===== src/rtl/rs_encoder_ctrl_if.sv =====
// Byte-stream, encoder-port and error signals around the RS(68,64) sequencer.
// master = controller side, slave = surrounding source/sink/encoder side.
interface rs_encoder_ctrl_if #(
   parameter int unsigned K    = 64,
   parameter int unsigned NPAR = 4
) ();
   logic [7:0]           s_data;
   logic                 s_valid;
   logic                 s_ready;
   logic [7:0]           m_data;
   logic                 m_valid;
   logic                 m_ready;
   logic                 m_first;
   logic                 m_last;
   logic [K-1:0][7:0]    enc_msg;
   logic                 enc_msg_valid;
   logic [NPAR-1:0][7:0] enc_parity;
   logic                 enc_parity_valid;
   logic                 err_timeout;
   logic                 err_clr;

   modport master (
      input  s_data, s_valid, m_ready, enc_parity, enc_parity_valid, err_clr,
      output s_ready, m_data, m_valid, m_first, m_last, enc_msg, enc_msg_valid, err_timeout
   );

   modport slave (
      output s_data, s_valid, m_ready, enc_parity, enc_parity_valid, err_clr,
      input  s_ready, m_data, m_valid, m_first, m_last, enc_msg, enc_msg_valid, err_timeout
   );
endinterface


===== src/rtl/rs_encoder_ctrl.sv =====
// Sequencer for a parallel RS(68,64) encoder: buffers 64 message bytes, fires the
// encoder once and streams a systematic 68-byte codeword (message, then parity).
module rs_encoder_ctrl #(
   parameter int unsigned PAR_TIMEOUT = 4
) (
   input  logic              clk,
   input  logic              rst_n,
   rs_encoder_ctrl_if.master bus
);
   localparam int unsigned K      = 64;
   localparam int unsigned NPAR   = 4;
   localparam int unsigned CNT_W  = 6;
   localparam int unsigned IDX_W  = 2;
   localparam int unsigned WAIT_W = 4;

   localparam logic [1:0] ST_COLLECT = 2'd0;
   localparam logic [1:0] ST_LAUNCH  = 2'd1;
   localparam logic [1:0] ST_WAIT    = 2'd2;
   localparam logic [1:0] ST_PARITY  = 2'd3;

   logic [1:0]           state, state_nxt;
   logic                 active, active_nxt;
   logic [CNT_W-1:0]     byte_cnt, byte_cnt_nxt;
   logic [IDX_W-1:0]     par_idx, par_idx_nxt;
   logic [WAIT_W-1:0]    wait_cnt, wait_cnt_nxt, wait_inc;
   logic [K-1:0][7:0]    msg_buf, msg_buf_nxt;
   logic [NPAR-1:0][7:0] par_reg, par_reg_nxt;
   logic [7:0]           m_data_q, m_data_nxt;
   logic                 m_valid_q, m_valid_nxt;
   logic                 m_first_q, m_first_nxt;
   logic                 m_last_q, m_last_nxt;
   logic                 launch_q, launch_nxt;
   logic                 err_q, err_nxt;
   logic                 load_ok, s_ready_c;

   // Next-state and next-register values; output stage is a single skid-free register.
   always_comb begin
      state_nxt    = state;
      active_nxt   = 1'b1;
      byte_cnt_nxt = byte_cnt;
      par_idx_nxt  = par_idx;
      wait_cnt_nxt = wait_cnt;
      msg_buf_nxt  = msg_buf;
      par_reg_nxt  = par_reg;
      m_data_nxt   = m_data_q;
      m_valid_nxt  = m_valid_q;
      m_first_nxt  = m_first_q;
      m_last_nxt   = m_last_q;
      launch_nxt   = 1'b0;
      err_nxt      = err_q;
      wait_inc     = wait_cnt + WAIT_W'(1);
      load_ok      = !m_valid_q || bus.m_ready;
      s_ready_c    = active && (state == ST_COLLECT) && load_ok;

      if (bus.err_clr) err_nxt = 1'b0;
      if (m_valid_q && bus.m_ready) m_valid_nxt = 1'b0;

      case (state)
         ST_COLLECT: begin
            if (bus.s_valid && s_ready_c) begin
               msg_buf_nxt[byte_cnt] = bus.s_data;
               m_data_nxt   = bus.s_data;
               m_valid_nxt  = 1'b1;
               m_first_nxt  = (byte_cnt == '0);
               m_last_nxt   = 1'b0;
               byte_cnt_nxt = byte_cnt + CNT_W'(1);
               if (byte_cnt == CNT_W'(K - 1)) begin
                  launch_nxt = 1'b1;
                  state_nxt  = ST_LAUNCH;
               end
            end
         end
         ST_LAUNCH: begin
            wait_cnt_nxt = '0;
            state_nxt    = ST_WAIT;
         end
         ST_WAIT: begin
            if (bus.enc_parity_valid) begin
               par_reg_nxt = bus.enc_parity;
               state_nxt   = ST_PARITY;
            end else if (wait_inc == WAIT_W'(PAR_TIMEOUT)) begin
               // Unresponsive encoder: flag it but still emit zero parity to keep framing.
               err_nxt      = 1'b1;
               par_reg_nxt  = '0;
               wait_cnt_nxt = '0;
               state_nxt    = ST_PARITY;
            end else begin
               wait_cnt_nxt = wait_inc;
            end
         end
         ST_PARITY: begin
            if (load_ok) begin
               m_data_nxt  = par_reg[par_idx];
               m_valid_nxt = 1'b1;
               m_first_nxt = 1'b0;
               m_last_nxt  = (par_idx == IDX_W'(NPAR - 1));
               par_idx_nxt = par_idx + IDX_W'(1);
               if (par_idx == IDX_W'(NPAR - 1)) state_nxt = ST_COLLECT;
            end
         end
         default: state_nxt = ST_COLLECT;
      endcase
   end

   always_ff @(posedge clk or negedge rst_n) begin
      if (!rst_n) begin
         state     <= ST_COLLECT;
         active    <= 1'b0;
         byte_cnt  <= '0;
         par_idx   <= '0;
         wait_cnt  <= '0;
         msg_buf   <= '0;
         par_reg   <= '0;
         m_data_q  <= '0;
         m_valid_q <= 1'b0;
         m_first_q <= 1'b0;
         m_last_q  <= 1'b0;
         launch_q  <= 1'b0;
         err_q     <= 1'b0;
      end else begin
         state     <= state_nxt;
         active    <= active_nxt;
         byte_cnt  <= byte_cnt_nxt;
         par_idx   <= par_idx_nxt;
         wait_cnt  <= wait_cnt_nxt;
         msg_buf   <= msg_buf_nxt;
         par_reg   <= par_reg_nxt;
         m_data_q  <= m_data_nxt;
         m_valid_q <= m_valid_nxt;
         m_first_q <= m_first_nxt;
         m_last_q  <= m_last_nxt;
         launch_q  <= launch_nxt;
         err_q     <= err_nxt;
      end
   end

   assign bus.s_ready       = s_ready_c;
   assign bus.m_data        = m_data_q;
   assign bus.m_valid       = m_valid_q;
   assign bus.m_first       = m_first_q;
   assign bus.m_last        = m_last_q;
   assign bus.enc_msg       = msg_buf;
   assign bus.enc_msg_valid = launch_q;
   assign bus.err_timeout   = err_q;
endmodule


===== src/flat_wrapper.sv =====
// flat-port wrapper written by rule: the top's interface ports become plain ports
module rs_encoder_ctrl_flat 
#(
   parameter int unsigned PAR_TIMEOUT = 4
)
  (clk, rst_n, bus_s_data, bus_s_valid, bus_m_ready, bus_enc_parity, bus_enc_parity_valid, bus_err_clr, bus_s_ready, bus_m_data, bus_m_valid, bus_m_first, bus_m_last, bus_enc_msg, bus_enc_msg_valid, bus_err_timeout);
  rs_encoder_ctrl_if bus_i ();
  input  logic clk;
  input  logic rst_n;
  input wire logic [$bits(bus_i.s_data)-1:0] bus_s_data;
  input wire logic [$bits(bus_i.s_valid)-1:0] bus_s_valid;
  input wire logic [$bits(bus_i.m_ready)-1:0] bus_m_ready;
  input wire logic [$bits(bus_i.enc_parity)-1:0] bus_enc_parity;
  input wire logic [$bits(bus_i.enc_parity_valid)-1:0] bus_enc_parity_valid;
  input wire logic [$bits(bus_i.err_clr)-1:0] bus_err_clr;
  output wire logic [$bits(bus_i.s_ready)-1:0] bus_s_ready;
  output wire logic [$bits(bus_i.m_data)-1:0] bus_m_data;
  output wire logic [$bits(bus_i.m_valid)-1:0] bus_m_valid;
  output wire logic [$bits(bus_i.m_first)-1:0] bus_m_first;
  output wire logic [$bits(bus_i.m_last)-1:0] bus_m_last;
  output wire logic [$bits(bus_i.enc_msg)-1:0] bus_enc_msg;
  output wire logic [$bits(bus_i.enc_msg_valid)-1:0] bus_enc_msg_valid;
  output wire logic [$bits(bus_i.err_timeout)-1:0] bus_err_timeout;
  assign bus_i.s_data = bus_s_data;
  assign bus_i.s_valid = bus_s_valid;
  assign bus_i.m_ready = bus_m_ready;
  assign bus_i.enc_parity = bus_enc_parity;
  assign bus_i.enc_parity_valid = bus_enc_parity_valid;
  assign bus_i.err_clr = bus_err_clr;
  assign bus_s_ready = bus_i.s_ready;
  assign bus_m_data = bus_i.m_data;
  assign bus_m_valid = bus_i.m_valid;
  assign bus_m_first = bus_i.m_first;
  assign bus_m_last = bus_i.m_last;
  assign bus_enc_msg = bus_i.enc_msg;
  assign bus_enc_msg_valid = bus_i.enc_msg_valid;
  assign bus_err_timeout = bus_i.err_timeout;
  rs_encoder_ctrl #(.PAR_TIMEOUT(PAR_TIMEOUT)) u_core (.clk(clk), .rst_n(rst_n), .bus(bus_i));
endmodule

===== config.mk =====
export PLATFORM = sky130hd
export DESIGN_NAME = rs_encoder_ctrl_flat
export DESIGN_NICKNAME = d
export VERILOG_FILES = /design/src/rtl/rs_encoder_ctrl_if.sv /design/src/rtl/rs_encoder_ctrl.sv /design/src/flat_wrapper.sv
export SDC_FILE = /design/constraint.sdc
export NUM_CORES = 1
export LEC_CHECK = 0
export CAP_MARGIN = 20
export CORE_MARGIN = 2
export CORE_UTILIZATION = 25
export CTS_CLUSTER_SIZE = 30
export DETAILED_ROUTE_END_ITERATION = 7
export PLACE_DENSITY = 0.45
export SYNTH_ARGS = -nofsm -noshare
export SYNTH_HDL_FRONTEND = slang
export SYNTH_SLANG_ARGS = --single-unit

===== constraint.sdc =====
create_clock -name clk -period 2.6 [get_ports clk]
set_input_delay 0.39 -clock clk [delete_from_list [all_inputs] [get_ports clk]]
set_output_delay 0.39 -clock clk [all_outputs]
set_load 0.03 [all_outputs]

==> out/results.md <==
| Metric | This run | Unit |
|---|---|---|
| Cell-by-cell trace of the critical path | inv_1 -> ha_1 -> and4_1 -> buf_4 -> and4_2 -> nand2_1 -> mux2_2 | - |
| Vias per inst | 4.40 | - |
| Worst-path fanout max | 8 | - |
| Cell area after layout | 32900 | um2 |
| Summed instance area of the synthesized netlist | 22400 | um2 |
| Required time at the endpoint of the critical path | 3070 | ps |
| Setup tns final | 0 | ps |
| Count of flip-flops with a built-in enable after synthesis | 0 | - |
| Bufs on Longest Clock Path | 3 | - |
| Number of global-route vias before repair | 15715 | - |
| Critical Path Source Type | flip-flop | - |
| Largest delay share family, worst path | simple AND/OR/NAND/NOR gates | - |
| Post-Route Hold Slack | 355 | ps |
| Fin. Hold Viols | 0 | - |
| Root buffer selected by CTS | clkbuf_16 | - |
| Die footprint | 92000 | um2 |
| Fraction of power consumed by combinational cells | 0.216 | - |
| Type of element capturing the critical path | flip-flop | - |
| Number of buffer and inverter stages on the critical path | 2 | - |
| Run status | finished clean | - |
| Dominant cell type by area after synthesis | dfrtp_1 | - |
| Die Width | 303 | um |
| Count of port buffers added during placement | 571 | - |
| Most common cell in the synthesized netlist | dfrtp_1 | - |
| Clk pwr share | 0.377 | - |
| Number of register bits inferred by synthesis | 572 | - |
| Syn nets | 1456 | - |
| Fmax | 418 | MHz |
| Final min period | 2390 | ps |
| Sw Pwr | 7740 | uW |
| Start-to-end type of the worst setup path | reg -> reg | - |
| Final GP Congestion | 0.742 | - |
| Number of sinks handled by clock tree synthesis | 572 | - |
| Cell with the largest stage delay on the worst path | dfrtp_1 | - |
| Worst-case clock skew | 16.5 | ps |
| Crit path DAT | 2860 | ps |
| Total of warnings raised by yosys | 0 | - |
| Area post-placement | 30600 | um2 |
| Effective utilization at floorplan | 0.253 | - |
| Maximum resistive drop on vdd | 0.549 | mV |
| Synthesized area per cell | 16.0 | um2 |
| Tot GR Track Use | 0.167 | - |
| Global-route wire length before repair | 112000 | um |
| Clock input transition at the sequential cells of the worst setup and hold paths | 60 | ps |
| Count of unique library cells instantiated by Yosys | 57 | - |
| Flip-flop count of the largest register after layout | 512 | - |
| Area added between synthesis and finish | 47.0 | % |
| Setup repair after global routing missed its margin | false | - |
| Pin count of the biggest net entering global routing | 66 | - |
| Leakage component of the power | 0.0154 | uW |
| Int Pwr | 17900 | uW |
| Post-layout util | 0.371 | - |
| Die span in y | 303 | um |
| I/O pin cnt | 572 | - |
| Worst min-delay path category | in -> async | - |
| Number of search-and-repair iterations in the first detailed-routing pass | 5 | - |
| Post-synth top area share | 0.639 | - |
| Share of power burned in registers | 0.408 | - |
| Rel. slew slack | 0.552 | - |
| Commonest cells in the netlist | dfrtp_1, mux2_2, clkbuf_1 | - |
| Total number of nets in the final design | 2122 | - |
| Placement Rows | 109 | - |
| Post-route fraction of the period consumed by the critical path | 0.920 | - |
| Transition time at the pin with the least slew margin | 670 | ps |
| H-tree levels | 3 | - |
| Clock tree from TritonCTS | done | - |
| Clock latency reported for the late side of the worst-skew pair | 600 | ps |
| Via Count | 14456 | - |
| Syn Inst Count | 1400 | - |
| Core footprint | 88600 | um2 |
| Iter 0 DRT Violations | 488 | - |
| Total length of routed wires | 78100 | um |
| Number of buffers added by the clock tree synthesis step | 69 | - |
| Slowest Stage Delay on Critical Path | 400 | ps |
| Initial antenna violation count | 3 | - |
| Final Slew Violations | 0 | - |
| Number of nets with antenna violations after detailed routing | 0 | - |
| # setup viols final | 0 | - |
| Placed wire-length estimate | 52400 | um |
| Switching share of power | 0.302 | - |
| Wire length per cell after detailed routing | 23.8 | um |
| Cell types occupying the most area after synthesis | dfrtp_1, mux2_2, a22o_1 | - |
| Cell area power density | 780 | nW/um2 |
| Remaining DRCs | 0 | - |
| Maximum capacitance violations | 0 | - |
| Most common flop cell mapped by yosys | dfrtp_1 | - |
| Fraction of final layout cells with drive strength greater than 1 | 0.381 | - |
| Share of flip-flops with an asynchronous set or reset after synthesis | 1.00 | - |
| Sequential element share of the synthesized area | 0.639 | - |
| Grt total ovfl | 0 | - |
routing by layer:
layer  share of wire  routed length (um)  global-route usage
met4           0.026                2040              0.0530
met3           0.079                6150              0.0554
met2            0.48               37200               0.271
met5               0                   0                   0
met1            0.42               32700               0.210
stage by stage:
step | setup slack (ps) | instances | power, uW
global route | 55.7 | 3286 | 26900
finish | 209 | 3287 | 25700
CTS | 196 | 3284 | 26100
global placement | -9.12 | 3158 | 16200
detailed placement | 30.3 | 3158 | 16200
floorplan | 407 | 1400 | 13600
worst paths after layout:
| kind | endpoint | startpoint | slack [ps] | cells past startpoint |
|---|---|---|---|---|
| max | u_core.bus.enc_msg[416] | u_core.state[0] | 210 | 7 |
| min in group clk | u_core.bus.err_timeout | bus_err_clr | 360 | 2 |
| max in group asynchronous | u_core.wait_cnt[1] | rst_n | 1320 | 4 |
| min | u_core.bus.enc_msg[212] | rst_n | 350 | 2 |
| max reg2reg | u_core.bus.enc_msg[416] | u_core.state[0] | 210 | 7 |
| min reg2reg | u_core.par_reg[20] | u_core.par_reg[20] | 490 | 1 |
kinds of logic (layout without fill, tap and decap cells):
family	after synthesis	in the layout	share of synthesized area
flops	572	572	0.639
mux	532	532	0.272
simple gates	126	126	0.0399
buf+inv	94	814	0.0211
compound gates	59	59	0.0194
fa+ha+maj	10	10	0.00559
xor+xnor	6	6	0.00235
other cells	1	3	0.000167
power groups by stage:
stage | sequential [uW] | combinational (uW) | clock, uW
2_1_floorplan | 11600 | 1940 | 0
3_3_place_gp | 10600 | 5560 | 0
3_5_place_dp | 10600 | 5590 | 0
4_1_cts | 10500 | 5620 | 10000
5_1_grt | 10600 | 5890 | 10500
6_report | 10500 | 5540 | 9670
final cells by class:
type	count	area [um2]
clock buffer	103	1980
timing repair buffer	678	7220
sequential	572	14300
antenna	2	5.00
fill	8429	55700
tap	1165	1460
multi-input combinational	734	7610
inverter	11	41.3
clock inverter	22	290
layout by cell type, fill, tap and decap left out, types with 3 or more instances in the layout:
| cell | instances |
|---|---|
| nor3b_1 | 4 |
| nor2_2 | 33 |
| nand4_1 | 5 |
| mux4_2 | 8 |
| clkinvlp_4 | 4 |
| mux2i_1 | 10 |
| nor2_1 | 15 |
| a22o_1 | 32 |
| o21ai_0 | 7 |
| dfrtp_1 | 572 |
| nand3_1 | 3 |
| nand2_1 | 20 |
| clkinv_2 | 9 |
| clkbuf_16 | 71 |
| inv_1 | 8 |
| nand2_2 | 14 |
| a21oi_1 | 9 |
| nor2_8 | 8 |
| mux2_4 | 8 |
| buf_12 | 57 |
| ha_1 | 10 |
| buf_4 | 51 |
| mux2_2 | 505 |
| clkbuf_1 | 24 |
| xnor2_1 | 4 |
| clkbuf_8 | 8 |
| clkdlybuf4s50_1 | 561 |
| bufinv_16 | 4 |
| buf_2 | 6 |
| and3b_1 | 3 |
what timing repair did:
action / 4_1_cts / 5_1_grt
resized for setup: 0 / 0
setup buffers: 0 / 0
endpoints found under the hold margin: 35 / 0
hold buffers: 1 / 0
No activity file was read; power rests on OpenSTA's default activity.
==> RTL change 1, RTL diff (config.mk and constraints unchanged) <==
`CNT_W`: 6 -> 5.
--- a/src/rtl/rs_encoder_ctrl.sv
+++ b/src/rtl/rs_encoder_ctrl.sv
@@ -11,3 +11,3 @@
    localparam int unsigned NPAR   = 4;
-   localparam int unsigned CNT_W  = 6;
+   localparam int unsigned CNT_W  = 5;
    localparam int unsigned IDX_W  = 2;
Behaviour: no difference found for any inputs over 4 cycles, from zero or initial values and one cycle with rst_n low; that may be too few to reach the edited logic, so the function may still have changed.
==> RTL change 1 against the unedited design <==
Design area is 41% lower; total power down 33%; wire length shrank 45%; setup slack improved by 94 ps; fmax up 4.1%; count of clock-buffer cells in the layout shrank 43; largest power group unchanged; global-route usage fell by 2.7 points; sequential cell count down 257; area after synthesis shrank 36%.
==> RTL change 1: results (changes against the unedited design) <==
[power_and_ir_drop]
power_frac_comb = 0.318  ; +0.102
clockPowerShare = 0.309  ; -0.068
power_w = 0.0173  ; -33%
leakage_nw = 9.14  ; -41%
ir_drop_mv = 0.473  ; -14%

[sta]
worstMarginPinSlew_ps = 852  ; +182 ps
fin_skew_ps = 31.7  ; +15.1 ps

[synthesis]
ys_types = 47  ; -18%
synth_compound_area_frac = 0.0311  ; +0.0117
synthTopCellsByCount = 315 x dfrtp_1, 258 x mux2_2, 256 x buf_4
synthMuxAreaShare = 0.221  ; -0.0515

[global_routing]
grt_pass1_wl_um = 61900  ; -45%
grt_usage = 0.140  ; -0.0267
grt_max_degree = 70  ; +6.1%
met1_usage = 0.171  ; -0.0399
grt_util_met3 = 0.0444  ; -0.0110
use_met2 = 0.237  ; -0.0340
first_global_vias = 8996  ; -43%

[place]
place.gp.congestion = 0.713  ; -4.0%
placedCellCount = 2163  ; -32%
io_buffers = 315  ; -45%
dpl-instance-area_mm2 = 0.0181  ; -41%

[route]
route.met2.wl_um = 21000  ; -44%
wl_met3_um = 3280  ; -47%
drt-total-wl_um = 42600  ; -45%
drtIter0Drc = 218  ; -55%
vias_per_cell = 3.94  ; -11%
firstDrtPassIters = 6  ; +1

[cts]
cts_max_level = 2  ; -1
cts_inserted_buffers = 40  ; -42%

[status]
status = finished, final reports clean

[finish]
largest_reg_flops = 256  ; -50%
final_layout_size_suffix_gt1_frac = 0.297  ; -0.0839
nNetsFinal = 1500  ; -29%

[worst_setup_path]
crit_fanout = 9  ; +1

## RTL change 1: worst paths after layout
path / to / cells past startpoint / slack [ps]
worst max-delay path: u_core.bus.enc_msg[152] / 7 / 300
worst max register to register: u_core.bus.enc_msg[152] / 7 / 300
worst min-delay path: u_core.bus.enc_msg[141] / 2 / 400
max in group asynchronous: u_core.bus.enc_msg[15] / 3 / 1350
min in group clk: u_core.bus.enc_msg[255] / 3 / 420
worst min register to register: u_core.par_reg[20] / 1 / 490
## RTL change 1: final cells by class
cell class	instances	area (um2)
fillers	5761	38000
flip-flops and latches	315	7880
multi-input cells	704	5400
repair buffers	374	3850
diodes	4	10.0
clock buffers	60	1190
clock inverters	10	92.6
inverters	6	22.5
well taps	765	957
## RTL change 1: worst max-delay path, delay by kind of cell (launching register included)
| family | cells | cell delay (ps) |
|---|---|---|
| and+or+nand+nor | 3 | 790 |
| DFF | 1 | 400 |
| muxes | 1 | 380 |
| buffers and inverters | 2 | 350 |
| adders and majority gates | 1 | 250 |
==> RTL change 2, RTL diff (same settings) <==
Made on the original files. `msg_buf` and `m_data_q` no longer have a reset.
--- a/src/rtl/rs_encoder_ctrl.sv
+++ b/src/rtl/rs_encoder_ctrl.sv
@@ -111,5 +111,3 @@
          wait_cnt  <= '0;
-         msg_buf   <= '0;
          par_reg   <= '0;
-         m_data_q  <= '0;
          m_valid_q <= 1'b0;
@@ -125,5 +123,3 @@
          wait_cnt  <= wait_cnt_nxt;
-         msg_buf   <= msg_buf_nxt;
          par_reg   <= par_reg_nxt;
-         m_data_q  <= m_data_nxt;
          m_valid_q <= m_valid_nxt;
@@ -134,2 +130,7 @@
       end
+   end
+
+   always_ff @(posedge clk) begin
+      msg_buf  <= msg_buf_nxt;
+      m_data_q <= m_data_nxt;
    end
Function: differs if rst_n is asserted again (counterexample within 4 cycles, from zero or initial values and one cycle with rst_n low); with rst_n held inactive, the same outputs for 4 cycles.
==> RTL change 2 against the unedited design <==
Sequential cell count unchanged; worst hold slack worse by 180 ps; design area fell by 14%; critical path depth increased by 1; wire length is 18% lower; setup slack improved by 48 ps; area after synthesis is 17% lower; die area down 17%; fmax is 2.0% higher; first-iteration DRC count rose by 35%; clock skew is 8.0 ps higher.
Power is not compared: it rests on default switching activity, and its combinational part moved more than twofold at a synthesized area within 25%.
==> RTL change 2: results (changes against the unedited design) <==
[synthesis]
synth.area.top_cells = edfxtp_1 84%, dfrtp_1 7.0%, nor2_1 1.5%
async_reset_ff_frac = 0.0909  ; -0.909
synth_compound_area_frac = 0.0222  ; +0.00274
synthMuxAreaShare = 0.0181  ; -0.254
synthTopCellsByCount = 520 x edfxtp_1, 75 x nor2_1, 52 x dfrtp_1
syn_nets = 865  ; -41%
synth_fa_ha_area_frac = 0.00674  ; +0.00116
synth_edf_count = 520  ; +520
ys_types = 47  ; -18%

[place]
hpwl_um = 44900  ; -14%
dp_slack_ps = 94.4  ; +64.1 ps
place.gp.congestion = 0.762  ; +2.7%
placedCellCount = 2427  ; -23%

[finish]
nNetsFinal = 1593  ; -25%
inv_count = 7  ; -4
fin_util = 0.387  ; +0.0159
regArea_mm2 = 0.0169  ; +18%
num_antenna_cells = 1  ; -1
nMultiInputCombCells = 210  ; -71%
multi_input_area_mm2 = 0.00149  ; -80%
fillers = 6682  ; -21%
buffer_area_frac = 0.235  ; +0.0152
nNonClkBuffers = 680  ; +0.29%
final_layout_size_suffix_gt1_frac = 0.149  ; -0.232

[global_routing]
met1_usage = 0.187  ; -0.0236
grt_usage = 0.165  ; -0.00258
grt_util_met3 = 0.0630  ; +0.00755
grt_pass1_wl_um = 88700  ; -21%
antenna_found_initial = 2  ; -1
first_global_vias = 10800  ; -31%

[worst_setup_path]
critPathArrivalTime_ps = 2640  ; -220 ps

[status]
status = finished, final reports clean

[route]
firstDrtPassIters = 4  ; -1
m1WireLength_um = 24300  ; -26%
vias = 10400  ; -28%
route.met2.wl_um = 32400  ; -13%
vias_per_cell = 4.09  ; -7.0%
wl_met3_um = 5740  ; -6.7%
drtIter0Drc = 659  ; +35%
highest_layer = met4
drt-total-wl_um = 64100  ; -18%

[sta]
fin_skew_ps = 24.5  ; +7.99 ps
worstMarginPinSlew_ps = 677  ; +6.16 ps

[cts]
cts_inserted_buffers = 66  ; -4.3%

[RTL change 2: power groups by stage]
stage,sequential (W),combinational (W),clock (W)
finish,0.0109,0.00233,0.00881
global route,0.0110,0.00253,0.00945
CTS,0.0109,0.00238,0.00907
detailed placement,0.0111,0.00238,0
global placement,0.0111,0.00236,0
floorplan,0.0111,0.00131,0
[RTL change 2: final timing paths]
check	from	to	slack [ps]	depth (start not counted)
max reg2reg	u_core.state[0]	u_core.bus.enc_msg[471]	260	8
min reg2reg	u_core.par_reg[9]	u_core.par_reg[9]	490	1
min in group clk	bus_s_data[0]	u_core.bus.enc_msg[256]	270	1
max	u_core.state[0]	u_core.bus.enc_msg[471]	260	8
min	rst_n	u_core.bus.err_timeout	180	2
max in group asynchronous	rst_n	u_core.par_reg[5]	1560	3
[RTL change 2: timing repair]
item | 4_1_cts | 5_1_grt
hold buffers | 1 | 0
buffers inserted | 0 | 0
hold endpoints to repair | 7 | 0
resized for setup | 0 | 0
